<file path="src/rtl/tiny_synth_noise_pkg.sv">
// Shared constants and types for the noise voice: accumulator geometry,
// frequency word type and the LFSR reseed value.
package tiny_synth_noise_pkg;

   localparam int DEF_ACC_BITS  = 24;
   localparam int DEF_FREQ_BITS = 16;
   localparam int DEF_TAP_BIT   = 19;

   typedef logic [DEF_FREQ_BITS-1:0] freq_word_t;

   // Value the noise LFSR loads while noise_rst is high.
   localparam logic [22:0] NOISE_SEED = 23'h7FFFF8;

endpackage

</file>
<file path="src/rtl/noise_freq_shadow.sv">
// Double-buffered frequency word: writes land in a pending register and are
// promoted to the active word on the next sample strobe.
module noise_freq_shadow
   import tiny_synth_noise_pkg::*;
#(
   parameter int FREQ_BITS = DEF_FREQ_BITS
) (
   input  logic                 i_clk,
   input  logic                 i_rst,
   input  logic                 i_freq_wr,
   input  logic [FREQ_BITS-1:0] i_freq_data,
   input  logic                 i_apply,
   output logic [FREQ_BITS-1:0] o_freq_active,
   output logic                 o_freq_busy
);

   logic [FREQ_BITS-1:0] r_freq_pend;
   logic [FREQ_BITS-1:0] r_freq_active;
   logic                 r_freq_busy;
   logic                 w_promote;

   assign w_promote = i_apply & r_freq_busy;

   always_ff @(posedge i_clk or posedge i_rst) begin
      if (i_rst) begin
         r_freq_pend   <= '0;
         r_freq_active <= '0;
         r_freq_busy   <= 1'b0;
      end else begin
         if (w_promote)
            r_freq_active <= r_freq_pend;
         // A write in the promote cycle re-arms busy with the newer word.
         if (i_freq_wr) begin
            r_freq_pend <= i_freq_data;
            r_freq_busy <= 1'b1;
         end else if (w_promote) begin
            r_freq_busy <= 1'b0;
         end
      end
   end

   assign o_freq_active = r_freq_active;
   assign o_freq_busy   = r_freq_busy;

endmodule

</file>
<file path="src/rtl/tone_noise_clock_gen.sv">
// Phase accumulator pitch source for the noise voice: drives the noise LFSR
// shift clock and reseed line. Hard sync input exists only with TINY_SYNTH_NOISE_SYNC_EN.
module tone_noise_clock_gen
   import tiny_synth_noise_pkg::*;
#(
   parameter int ACC_BITS  = DEF_ACC_BITS,
   parameter int FREQ_BITS = DEF_FREQ_BITS,
   parameter int TAP_BIT   = DEF_TAP_BIT
) (
   input  logic                 i_clk,
   input  logic                 i_rst,
   input  logic                 i_sample_en,
   input  logic                 i_freq_wr,
   input  logic [FREQ_BITS-1:0] i_freq_data,
   output logic                 o_freq_busy,
   input  logic                 i_test,
`ifdef TINY_SYNTH_NOISE_SYNC_EN
   input  logic                 i_sync_in,
`endif
   output logic                 o_noise_clk,
   output logic                 o_noise_tick,
   output logic                 o_noise_rst,
   output logic                 o_sync_out
);

   logic [ACC_BITS-1:0]  r_acc;
   logic                 r_noise_tick;
   logic                 r_sync_out;
   logic                 r_noise_rst;
   logic [FREQ_BITS-1:0] w_freq_active;
   logic [ACC_BITS-1:0]  w_acc_sum;
   logic [ACC_BITS-1:0]  w_acc_next;
   logic                 w_sync_hit;

   noise_freq_shadow #(
      .FREQ_BITS (FREQ_BITS)
   ) u_freq_shadow (
      .i_clk         (i_clk),
      .i_rst         (i_rst),
      .i_freq_wr     (i_freq_wr),
      .i_freq_data   (i_freq_data),
      .i_apply       (i_sample_en),
      .o_freq_active (w_freq_active),
      .o_freq_busy   (o_freq_busy)
   );

   assign w_acc_sum = r_acc + ACC_BITS'(w_freq_active);

`ifdef TINY_SYNTH_NOISE_SYNC_EN
   assign w_sync_hit = i_sync_in & i_sample_en;
`else
   assign w_sync_hit = 1'b0;
`endif

   always_comb begin
      w_acc_next = r_acc;
      if (i_test || w_sync_hit)
         w_acc_next = '0;
      else if (i_sample_en)
         w_acc_next = w_acc_sum;
   end

   // Rising edges can only come from an add, so clears never raise tick/sync.
   always_ff @(posedge i_clk or posedge i_rst) begin
      if (i_rst) begin
         r_acc        <= '0;
         r_noise_tick <= 1'b0;
         r_sync_out   <= 1'b0;
         r_noise_rst  <= 1'b1;
      end else begin
         r_acc        <= w_acc_next;
         r_noise_tick <= ~r_acc[TAP_BIT] & w_acc_next[TAP_BIT];
         r_sync_out   <= ~r_acc[ACC_BITS-1] & w_acc_next[ACC_BITS-1];
         r_noise_rst  <= i_test;
      end
   end

   assign o_noise_clk  = r_acc[TAP_BIT];
   assign o_noise_tick = r_noise_tick;
   assign o_sync_out   = r_sync_out;
   assign o_noise_rst  = r_noise_rst;

endmodule
</file>
<file path="config.mk">
export PLATFORM = sky130hd
export DESIGN_NAME = tone_noise_clock_gen
export DESIGN_NICKNAME = d
export VERILOG_FILES = /design/src/rtl/tiny_synth_noise_pkg.sv /design/src/rtl/noise_freq_shadow.sv /design/src/rtl/tone_noise_clock_gen.sv
export SDC_FILE = /design/constraint.sdc
export NUM_CORES = 1
export LEC_CHECK = 0
export CAP_MARGIN = 20
export CORE_ASPECT_RATIO = 0.7
export CORE_MARGIN = 5
export CORE_UTILIZATION = 30
export CTS_CLUSTER_SIZE = 28
export DETAILED_ROUTE_END_ITERATION = 6
export SETUP_SLACK_MARGIN = 0.5
export SYNTH_ARGS = -nofsm -noshare
export SYNTH_HDL_FRONTEND = slang
export SYNTH_SLANG_ARGS = --single-unit
</file>
<file path="constraint.sdc">
create_clock -name i_clk -period 2.3 [get_ports i_clk]
set_input_delay 0.345 -clock i_clk [delete_from_list [all_inputs] [get_ports i_clk]]
set_output_delay 0.345 -clock i_clk [all_outputs]
set_load 0.1 [all_outputs]
</file>
==> results_dict.tcl, run 1 <==
set metrics [dict create \
    outcome "finished with violations" \
    violations "negative setup slack" \
    fin_crit_ns 2.39 \
    drv_slew 0 \
    power_leakage_nw 1.80 \
    reg2reg_to "r_acc[23]" \
    routedWlPerCell_um 14.4 \
    hold_path_class "in2async" \
    dpl.hpwl_um 4500 \
    start_kind "register" \
    worst_slew_pin_slew_ns 0.662 \
    vias_per_cell 4.80 \
    fin_skew_ns 0.00424 \
    ys_ff_latch 60 \
    postSynthAreaPerCell_sq_um 11.8 \
    dieArea_sq_um 12200 \
    crit_family "simple AND/OR/NAND/NOR gates" \
    antenna_left 0 \
    post-route-period-util_pct 104 \
    row_count 30 \
    routed-via-count 2146 \
    synthesis.area_sq_um 3010 \
    crit_buf_inv 0 \
    initial_core_util_pct 30.9 \
    path_max_fanout 2 \
    critical_path_class "reg2reg" \
    ys_seq_area_share_pct 49.9 \
    hold_violations 0 \
    grt_util_all_layers_pct 11.6 \
    ys_warn_count 0 \
    critPathMaxStageDelay_ns 0.53 \
    drc 0 \
    peakVddDrop_uv 485 \
    rsz0062_at_grt "true" \
    clkTransAtPathRegs_ns 0.05 \
    core_area_sq_um 9760 \
    drt_first_pass_iters 4 \
    drive_gt1_share_pct 36.4 \
    synthCells 255 \
    cap_violations 0 \
    grt-ovfl-total 0 \
    grt_max_degree 30 \
    postLayoutSetupSlackWorst_ns -0.0920 \
    cts_buffers 9 \
    antenna_found_initial 0 \
    hold_ws_ns 0.464 \
    grt_pass1_vias 2240 \
    io_pins 26 \
    cts_tree "yes" \
    final_nets 352 \
    finish.utilization_pct 42.2 \
    relSlewSlack_pct 55.7 \
    gp_congestion 0.832 \
    clock_latency_ns 0.33 \
    critPathRequiredTime_ns 2.57 \
    cts-hold-fix-buffers 0 \
    fmax_ghz 0.418 \
    r2r_slack_ns -0.09 \
    power.density_nw_per_um2 1060 \
    clockRootBuffer "clkbuf_16" \
    setup_violations 7 \
    die_height_um 93.9 \
    r2r-start "r_acc[1]" \
    ff2ff_path_depth 8 \
    grt_pass1_wl_um 10900 \
    tns_ns -0.388 \
    cp_data_arrival_time_ns 2.66 \
    die-width_um 130 \
    clock-sinks 60 \
    ctsLongestPathBuffers 2 \
    area_growth_pct 36.7 \
    end_kind "register" \
    crit_chain "ha_1 -> a21o_1 -> a21oi_2 -> or4_4 -> a31oi_4 -> a41oi_4 -> or4_4 -> a21oi_2" \
    ys_types 41 \
    portBuffers 25 \
    drt_iter0_drc 54 \
    syn_nets 293 \
    critPathSlowestCell "or4_4" \
    drt_wl_total_um 6440 \
    htreeDepth 3 \
    n_antenna_cell 0 \
]
## worst register-to-register path, cell delays in order (launching register included)
cell,delay [ns]
dfrtp_1,0.38
ha_1,0.28
a21o_1,0.12
a21oi_2,0.05
or4_4,0.49
a31oi_4,0.22
a41oi_4,0.14
or4_4,0.53
a21oi_2,0.12
## per-layer routing
layer  track usage [%]  part of all wire (%)  vias up
met3              4.03                   4.6       14
met2              16.7                    43       35
met5                 0                     0        -
met1              15.5                    50     1052
li1                  -                     -     1045
met4              5.62                   2.3        0
## placed cells by master (no fill, tap or decap), drive strengths merged, types with 7 or more instances in the layout
cell type	count
a21o	8
a21oi	15
buf	36
clkbuf	13
clkdlybuf4s50	20
dfrtp	59
ha	16
mux2	32
mux2i	9
nand2	12
nor2	22
o21ai	7
xnor2	8
xor2	8
## logic make-up (layout without fill, tap and decap cells)
group	count (synthesis)	count (layout)	synth area share, %
DFF	60	60	49.9
and+or+nand+nor	54	54	8.51
AOI/OAI and AO/OA	53	53	13.0
muxes	41	41	14.9
adders and majority gates	17	17	7.31
xor gates and xnor gates	16	16	4.65
buffers and inverters	14	78	1.74
## registers in the layout (all words and copies together) (netlist names)
name / flops
r_acc: 24
u_freq_shadow.o_freq_active: 16
u_freq_shadow.r_freq_pend: 16
o_noise_rst: 1
o_noise_tick: 1
o_sync_out: 1
u_freq_shadow.o_freq_busy: 1
## power breakdown
part	leakage [nW]	switching, mW	total (mW)	internal [mW]
Clock	0.138	0.454	1.27	0.813
Sequential	0.747	0.132	1.36	1.23
Combinational	0.916	0.838	1.71	0.876
Total	1.80	1.42	4.35	2.92
## per-stage QoR
stage                     cell area [sq um]  std cells  power (mW)  setup WS (ns)
final                                  4120        447        4.35        -0.0920
after global routing                   4120        447        4.63         -0.179
after CTS                              4000        444        4.25        -0.0603
after detailed placement               3580        422        2.75         -0.113
after global placement                 3580        422        2.73        -0.0883
after floorplan                        3030        255        2.33         -0.144
## Yosys cell counts
master / instances / area share [%]
a211oi_1: 2 / 0.50
a21o_1: 8 / 2.0
a21oi_1: 14 / 2.3
a21oi_2: 1 / 0.29
a221oi_1: 1 / 0.29
a22o_1: 3 / 0.87
a311oi_1: 1 / 0.29
a31oi_1: 2 / 0.42
a31oi_4: 1 / 0.71
a32o_1: 1 / 0.33
a41oi_4: 1 / 0.91
and2_1: 1 / 0.21
and3_1: 3 / 0.62
and4_1: 1 / 0.29
buf_1: 1 / 0.12
clkbuf_1: 7 / 0.87
dfrtp_1: 59 / 49
dfstp_2: 1 / 0.87
fa_1: 1 / 0.66
ha_1: 16 / 6.6
inv_1: 6 / 0.75
mux2_2: 32 / 12
mux2i_1: 9 / 3.0
nand2_1: 12 / 1.5
nand3_1: 3 / 0.50
nand4_1: 3 / 0.62
nor2_1: 22 / 2.7
nor3_1: 1 / 0.17
nor4_1: 1 / 0.21
o211a_1: 1 / 0.33
o21a_1: 1 / 0.25
o21ai_0: 6 / 1.0
o21ai_1: 1 / 0.17
o21bai_1: 4 / 1.0
o31a_1: 2 / 0.58
o31ai_1: 3 / 0.75
or3_1: 5 / 1.0
or4_1: 1 / 0.25
or4_4: 1 / 0.37
xnor2_1: 8 / 2.3
xor2_1: 8 / 2.3
## timing repair
item | CTS | global route
resized for setup | 17 | 16
pin swaps | 14 | 16
gates cloned | 0 | 0
setup buffers | 6 | 3
endpoints found under the setup margin | 20 | 22
## final cells by class
| cell class | count | area (sq um) |
|---|---|---|
| Fill cell | 949 | 5640 |
| Multi-Input combinational cell | 181 | 1640 |
| Sequential cell | 60 | 1500 |
| Timing Repair Buffer | 56 | 502 |
| Clock buffer | 13 | 270 |
| Tap cell | 128 | 160 |
| Inverter | 6 | 26.3 |
| Clock inverter | 3 | 20.0 |
## worst max path at each step
stage / from / endpoint / slack [ns] / cells past startpoint
2_1_floorplan: r_acc[1] / r_acc[23] / -0.14 / 8
3_3_place_gp: r_acc[1] / r_acc[23] / -0.09 / 8
3_5_place_dp: r_acc[1] / r_acc[23] / -0.11 / 8
4_1_cts: u_freq_shadow.o_freq_active[1] / r_acc[23] / -0.06 / 8
5_1_grt: u_freq_shadow.o_freq_active[1] / r_acc[17] / -0.18 / 9
6_report: r_acc[1] / r_acc[23] / -0.09 / 8
Power figures use the tool's default switching activity.
==> inputs of run 2 (changes only) <==
--- a/config.mk
+++ b/config.mk
@@ -5,13 +5,14 @@
 export SDC_FILE = /design/constraint.sdc
 export NUM_CORES = 1
 export LEC_CHECK = 0
-export CAP_MARGIN = 20
+export CAP_MARGIN = 10
 export CORE_ASPECT_RATIO = 0.7
 export CORE_MARGIN = 5
 export CORE_UTILIZATION = 30
-export CTS_CLUSTER_SIZE = 28
+export CTS_CLUSTER_SIZE = 10
 export DETAILED_ROUTE_END_ITERATION = 6
 export SETUP_SLACK_MARGIN = 0.5
 export SYNTH_ARGS = -nofsm -noshare
 export SYNTH_HDL_FRONTEND = slang
 export SYNTH_SLANG_ARGS = --single-unit
+export TNS_END_PERCENT = 100
==> results of run 2 <==
Same layout as run 1: the final DEF is identical, and so are final timing and power.
==> inputs of run 3 (changes only) <==
--- a/config.mk
+++ b/config.mk
@@ -6,7 +6,7 @@
 export NUM_CORES = 1
 export LEC_CHECK = 0
 export CAP_MARGIN = 10
-export CORE_ASPECT_RATIO = 0.7
+export CORE_ASPECT_RATIO = 1.5
 export CORE_MARGIN = 5
 export CORE_UTILIZATION = 30
 export CTS_CLUSTER_SIZE = 10
==> results_dict.tcl, run 3 (synthesized netlist as in run 1, its figures left out) <==
set metrics [dict create \
    outcome "finished with violations" \
    violations "negative setup slack" \
    routed-via-count 2132 \
    die-width_um 91.8 \
    clock_latency_ns 0.33 \
    grt_pass1_vias 2404 \
    gp_congestion 0.855 \
    post-route-period-util_pct 104 \
    area_growth_pct 35.5 \
    final_cell_mix "dfrtp_1 (58), mux2_2 (32), buf_4 (32)" \
    clockRootBuffer "clkbuf_16" \
    fillCellCount 907 \
    n_antenna_cell 0 \
    stdcell_count 438 \
    largest_reg_flops 24 \
    clkTransAtPathRegs_ns 0.05 \
    end_kind "register" \
    grt_util_all_layers_pct 11.4 \
    antenna_left 0 \
    hold_path_class "in2async" \
    drv_slew 0 \
    drc 0 \
    dpl.hpwl_um 4610 \
    io_pins 26 \
    path_max_fanout 2 \
    cts_buffers 9 \
    final_common_cell "dfrtp_1" \
    cts_tree "yes" \
    dieArea_sq_um 12200 \
    clock-sinks 60 \
    ff2ff_path_depth 7 \
    die_height_um 133 \
    cap_violations 0 \
    power_mw 4.40 \
    grt_pass1_wl_um 10900 \
    hold_violations 0 \
    cp-endpoint "r_acc[23]" \
    r2r-start "u_freq_shadow.o_freq_active[6]" \
    critPathRequiredTime_ns 2.56 \
    worst_slew_pin_slew_ns 0.466 \
    vias_per_cell 4.87 \
    rsz0062_at_grt "true" \
    drt_wl_total_um 6360 \
    portBuffers 25 \
    fin_crit_ns 2.39 \
    start_kind "register" \
    postLayoutSetupSlackWorst_ns -0.0868 \
    fin_skew_ns 0.00682 \
    setup_violations 5 \
    peakVddDrop_uv 516 \
    row_count 44 \
    critical_path_class "reg2reg" \
    drt_iter0_drc 53 \
    crit_start "u_freq_shadow.o_freq_active[6]" \
    grt-ovfl-total 0 \
    r2r_slack_ns -0.09 \
    final_nets 356 \
    htreeDepth 3 \
    core_area_sq_um 9740 \
    drive_gt1_share_pct 35.0 \
    power_leakage_nw 1.84 \
    initial_core_util_pct 30.9 \
    cts-hold-fix-buffers 0 \
    drt_first_pass_iters 6 \
    power.density_nw_per_um2 1080 \
    post-place-cells 415 \
    fmax_ghz 0.419 \
    cp_data_arrival_time_ns 2.65 \
    grt_max_degree 23 \
    top_register "r_acc" \
    antenna_found_initial 0 \
    ctsLongestPathBuffers 2 \
    relSlewSlack_pct 68.8 \
    routedWlPerCell_um 14.5 \
    reg2reg_to "r_acc[23]" \
]
run 3: where the power goes:
part	internal, mW	leakage [nW]	switching, mW
registers	1.23	0.747	0.116
logic	0.893	0.941	0.812
clock network	0.895	0.147	0.447
total	3.02	1.84	1.38
run 3: what timing repair did:
action | CTS | global route
setup buffers | 4 | 3
pin swaps | 8 | 17
endpoints found under the setup margin | 20 | 21
gates resized for setup | 3 | 25
run 3: critical path, cell delays in order, from the launching register on:
cell and delay [ns]:
dfrtp_1 0.38, ha_1 0.32, nand2_1 0.08, or4_4 0.55, a31oi_4 0.18, a41oi_4 0.13
or4_4 0.55, a21oi_2 0.12
run 3: worst min path at each step:
stage | start | end | slack [ns] | cells past startpoint
2_1_floorplan | i_test | o_noise_rst | 0.35 | 0
3_3_place_gp | u_freq_shadow.r_freq_pend[4] | u_freq_shadow.r_freq_pend[4] | 0.49 | 1
3_5_place_dp | u_freq_shadow.r_freq_pend[4] | u_freq_shadow.r_freq_pend[4] | 0.49 | 1
4_1_cts | i_rst | r_acc[10] | 0.39 | 2
5_1_grt | i_rst | r_acc[23] | 0.43 | 2
6_report | i_rst | r_acc[10] | 0.38 | 2
run 3: stage by stage:
step	cell area, sq um	setup TNS, ns	setup slack, ns	hold slack (ns)	utilization [%]
2_1_floorplan	3030	-0.144	-0.144	0.349	-
3_3_place_gp	3590	-0.0449	-0.0438	0.486	36.9
3_5_place_dp	3590	-0.225	-0.0709	0.493	36.9
4_1_cts	3930	-0.231	-0.0470	0.391	40.4
5_1_grt	4090	-1.27	-0.172	0.431	41.9
6_report	4090	-0.172	-0.0868	0.384	41.9
run 3: per-layer routing:
layer  GRT usage (%)  share of wire (%)
met1            11.8                 38
met4            7.19                3.0
met3            3.24                3.6
met5               0                  0
met2            20.0                 55
run 3: final cells by class:
cell class,count,area [sq um],share of cell area [%]
Clock buffer,14,264,6.46
Tap cell,115,144,3.52
Inverter,6,26.3,0.643
Timing Repair Buffer,60,531,13.0
Sequential cell,60,1500,36.8
Multi-Input combinational cell,181,1580,38.7
Clock inverter,2,35.0,0.858
